**config.mk**
```make
export PLATFORM = sky130hd
export DESIGN_NAME = pt_check
export DESIGN_NICKNAME = d
export VERILOG_FILES = /design/src/rtl/pt_check.sv
export SDC_FILE = /design/constraint.sdc
export NUM_CORES = 1
export LEC_CHECK = 0
export CAP_MARGIN = 20
export CORE_AREA = 2 2 57 59
export DETAILED_ROUTE_END_ITERATION = 6
export DIE_AREA = 0 0 59 61
export DONT_BUFFER_PORTS = 1
export GPL_ROUTABILITY_DRIVEN = 0
export PLACE_DENSITY = 0.74
export SLEW_MARGIN = 20
export SYNTH_ARGS = -nofsm -noshare
export SYNTH_HDL_FRONTEND = slang
export SYNTH_SLANG_ARGS = --single-unit
export TNS_END_PERCENT = 10
```
**constraint.sdc**
```tcl
create_clock -name clk -period 3.3 [get_ports clk]
set_input_delay 0.99 -clock clk [delete_from_list [all_inputs] [get_ports clk]]
set_output_delay 0.99 -clock clk [all_outputs]
set_load 0.01 [all_outputs]
```
**src/rtl/pt_check.sv**
```systemverilog
// pt_check: scans decrypted plaintext memory (byte 0 = length L, bytes 1..L
// = characters) and reports whether every character lies in the printable
// range [LO_CHAR, HI_CHAR]. On the first out-of-range byte it stops reading
// and reports that byte's index.
module pt_check #(
    parameter int          ADDR_W  = 8,
    parameter logic [7:0]  LO_CHAR = 8'h20,
    parameter logic [7:0]  HI_CHAR = 8'h7E
) (
    input  logic              clk,
    input  logic              rst,
    input  logic              en,
    output logic              rdy,
    output logic [ADDR_W-1:0] pt_addr,
    input  logic [7:0]        pt_rddata,
    output logic              pt_valid,
    output logic [ADDR_W-1:0] bad_idx,
    output logic              done
);

    typedef enum logic [1:0] {
        S_IDLE,
        S_LEN,
        S_SCAN,
        S_FIN
    } state_t;

    state_t            state, state_nxt;
    logic [ADDR_W-1:0] len_q, len_nxt;
    logic [ADDR_W-1:0] idx_q, idx_nxt;
    logic [ADDR_W-1:0] addr_nxt;
    logic [ADDR_W-1:0] bad_nxt;
    logic              valid_nxt;
    logic              char_ok;
    logic [ADDR_W-1:0] len_rd;

    // Printable test on the byte currently returned by memory.
    assign char_ok = (pt_rddata >= LO_CHAR) && (pt_rddata <= HI_CHAR);
    assign len_rd  = ADDR_W'(pt_rddata);

    // rdy and done are decoded straight from the state register.
    assign rdy  = (state == S_IDLE) || (state == S_FIN);
    assign done = (state == S_FIN);

    // Next-state, address sequencing and result computation.
    always_comb begin
        // NOTE: every signal gets a hold/default value first so no path leaves
        // it unassigned, which would otherwise infer a latch.
        state_nxt = state;
        len_nxt   = len_q;
        idx_nxt   = idx_q;
        addr_nxt  = pt_addr;
        bad_nxt   = bad_idx;
        valid_nxt = pt_valid;

        case (state)
            S_IDLE, S_FIN: begin
                if (en) begin
                    // Accepting a request: fetch the length byte first.
                    state_nxt = S_LEN;
                    addr_nxt  = '0;
                end else begin
                    state_nxt = S_IDLE;
                end
            end

            S_LEN: begin
                len_nxt = len_rd;
                if (len_rd == '0) begin
                    // Empty message is trivially printable.
                    state_nxt = S_FIN;
                    valid_nxt = 1'b1;
                    bad_nxt   = '0;
                end else begin
                    state_nxt = S_SCAN;
                    idx_nxt   = ADDR_W'(1);
                    addr_nxt  = ADDR_W'(1);
                end
            end

            S_SCAN: begin
                if (!char_ok) begin
                    // First bad character ends the scan; no further reads.
                    state_nxt = S_FIN;
                    valid_nxt = 1'b0;
                    bad_nxt   = idx_q;
                end else if (idx_q == len_q) begin
                    // Last character checked; compare before incrementing so
                    // L = all-ones never wraps the address.
                    state_nxt = S_FIN;
                    valid_nxt = 1'b1;
                    bad_nxt   = '0;
                end else begin
                    idx_nxt  = idx_q + ADDR_W'(1);
                    addr_nxt = idx_q + ADDR_W'(1);
                end
            end

            default: begin
                state_nxt = S_IDLE;
            end
        endcase
    end

    // State and datapath registers with synchronous reset priority.
    always_ff @(posedge clk) begin
        // NOTE: sequential state uses non-blocking assignments so every
        // register samples the pre-edge values computed above.
        if (rst) begin
            state    <= S_IDLE;
            len_q    <= '0;
            idx_q    <= '0;
            pt_addr  <= '0;
            pt_valid <= 1'b0;
            bad_idx  <= '0;
        end else begin
            state    <= state_nxt;
            len_q    <= len_nxt;
            idx_q    <= idx_nxt;
            pt_addr  <= addr_nxt;
            pt_valid <= valid_nxt;
            bad_idx  <= bad_nxt;
        end
    end

endmodule

```
==> impl_metrics.csv <==
group,metric,value,unit
status,run_status,"finished, final reports clean",
synth,syn_inst,177,
sta,hold_viol_final,0,
sta,fmax,435.2,MHz
run,drv_cap,0,
critical_path,r2r_setup_slack,1.00,ns
clock_tree,ctsResizeCount,0,
sta,min_period_over_period,69.64,%
critical_path,crit_end,"idx_q[4]",
sta,rsz0062_at_grt,"no",
final_layout,fillCellCount,266,
drt,wl_per_cell,16.02,µm
critical_path,critPathMaxFanout,12,
drt,drc,0,
grt,grt_usage,20.59,%
clock_tree,clock_sinks,35,
critical_path,crit_required,3.59,ns
drt,antenna_left,0,
clock_tree,cts.clk_slew.worst_paths,0.10,ns
power,p_total,1144,µW
clock_tree,cts_made_buffers,5,
critical_path,rr_endpoint,"idx_q[4]",
final_layout,finalNetCount,188,
clock_tree,tritoncts,"yes",
sta,fin_crit,2.298,ns
grt,antenna_found_initial,0,
final_layout,stdcell_count,207,
worst_hold_path,hold_path.class,"reg2reg",
sta,finClkSkew,0.002655,ns
final_layout,diodes,0,
drt,drt_wl_total,3.316,mm
final_layout,regArea,700.7,µm²
clock_tree,cts_setup_buffers,0,
drt,drt-pass1-iter-count,4,
sta,relSlewSlack,59.15,%
synth,synth.distinct_cells,42,
place,hpwlAfterDp,2.460,mm
synth,synth.net_count,192,
clock_tree,clk-insertion-delay-late,0.33,ns
synth,synth_flop_cell,"dfxtp_1",
synth,yosys_warnings,0,
drt,drt-initial-drc-count,42,
critical_path,r2r_start,"state[1]",
grt,grt_pass1_wl,5.499,mm
die,io_pins,30,
final_layout,multi_input_area,915.9,µm²
clock_tree,ctsHoldBuffers,0,
critical_path,arrival,2.58,ns
sta,setup_viol,0,
sta,timing.setup.tns,0,ns
sta,holdWs,0.5185,ns
die,row_count,20,
place,io_buffers,0,
drt,vias_per_cell,6.193,
place,dp_cells,199,
place,dp_slack,0.7469,ns
synth,synth_edf_count,0,
grt,grt_remaining_overflow,0,
final_layout,drive_gt1_share,14.37,%
drt,vias,1282,
die,initial_utilization,58.35,%
power,ir_drop,0.3820,mV
clock_tree,cts_max_level,2,
grt,grt_pass1_vias,1179,
sta,slew_viol_final,0,
sta,tightestPinTransition,0.6100,ns
critical_path,reg2reg_depth,6,
power,p_leak,0.0007469,µW
synth,ys_seq_area_share,40.67,%
die,coreArea,2953,µm²
synth,synth.avg_cell_area,9.734,µm²
synth,netlist_area,1723,µm²
synth,synthArstFlopShare,0,%
die,die_h,61,µm
critical_path,path_class,"reg2reg",
die,die_area,3599,µm²
power,powerDensity,661.3,nW/µm²
die,die_x,59,µm
critical_path,crit_start,"state[1]",
grt,grt_start_max_net_pins,19,
sta,setup_ws,1.002,ns
critical_path,critPathCaptureType,"flop",
clock_tree,cts-root-buf,"clkbuf_4",
final_layout,syn_to_final_growth,0.4358,%
critical_path,start_kind,"flop",
clock_tree,clockBufferDepth,2,
synth,ys_seq_elements,35,
## how the worst min path moves through the flow
stage                    start         end  slack (ns)  depth (start not counted)
floorplan             len_q[0]    len_q[0]        0.48                          2
global placement      len_q[2]    len_q[2]        0.50                          2
detailed placement  pt_addr[1]  pt_addr[1]        0.51                          1
CTS                 pt_addr[1]  pt_addr[1]        0.52                          1
global route        pt_addr[1]  pt_addr[1]        0.54                          1
finish              pt_addr[1]  pt_addr[1]        0.52                          1
## Yosys cell counts (all sizes together) (2+ instances only)
cell | count | area, µm²
xnor2 | 3 | 26.28
xor2 | 11 | 96.34
nand4 | 3 | 18.77
nand2 | 9 | 33.78
and3 | 5 | 33.78
a31oi | 2 | 12.51
o21ai | 2 | 10.01
nand2b | 2 | 12.51
a221o | 5 | 52.55
ha | 4 | 50.05
nor2 | 18 | 67.56
inv | 6 | 22.52
a21oi | 10 | 50.05
and2 | 3 | 18.77
dfxtp | 35 | 700.7
mux2i | 9 | 90.09
nand3 | 6 | 30.03
buf | 10 | 80.07
a211o | 2 | 18.77
nor2b | 3 | 18.77
nor3 | 2 | 21.27
nor4 | 3 | 31.28
a22o | 14 | 131.4
## routing by layer
metal	up-vias	global-route usage, %	wire length, µm
met5	-	0	0
met4	0	8.766	56
met3	6	8.529	198
met2	37	30.95	1496
met1	602	26.08	1565
li1	637	-	-
## kinds of logic after synthesis
kind of cell               synth area share [%]
AOI/OAI and AO/OA                         21.28
xor gates and xnor gates                  7.117
adders and majority gates                 2.905
buffers and inverters                     6.172
DFF                                       40.67
muxes                                     5.229
and+or+nand+nor                           16.63
## stage by stage
stage	cell area, µm²	utilization [%]
CTS	1730	58.60
detailed placement	1680	56.91
floorplan	1723	-
global placement	1680	56.91
global route	1730	58.60
finish	1730	58.60
## power breakdown
part / switching [µW] / total (µW) / internal, µW / leakage (µW)
registers: 48.9 / 518 / 469 / 0.000284
clock network: 133 / 216 / 83.0 / 0.0000293
logic: 259 / 410 / 151 / 0.000434
## cell usage in the layout (no fill, tap or decap), types with 4 or more instances in the layout
cell type and instances:
nand3_1 6, a22o_1 7, nand2_1 9, a22o_2 7, xor2_1 11, nor2_1 18
inv_1 6, dfxtp_1 35, clkbuf_4 5, mux2i_1 9, ha_1 4, a21oi_1 10
## critical path, cell delays in order, from the launching register on
cell	delay [ns]
dfxtp_1	0.35
inv_1	0.07
ha_1	0.51
nand4_1	0.39
a31oi_1	0.63
and2_1	0.22
a211o_2	0.09
## flip-flops by register name, indices dropped and copies added, names as in the netlist
register  cells
pt_valid      1
bad_idx       8
idx_q         8
state         2
pt_addr       8
len_q         8
## area by class of cell
| class | instances | share of cell area (%) |
|---|---|---|
| Clock buffer | 7 | 2.603 |
| Clock inverter | 1 | 0.2892 |
| Sequential cell | 35 | 40.49 |
| Multi-Input combinational cell | 125 | 52.93 |
| Inverter | 6 | 1.302 |
| Tap cell | 33 | 2.386 |
Note: power is estimated with default switching activity, not from simulation.
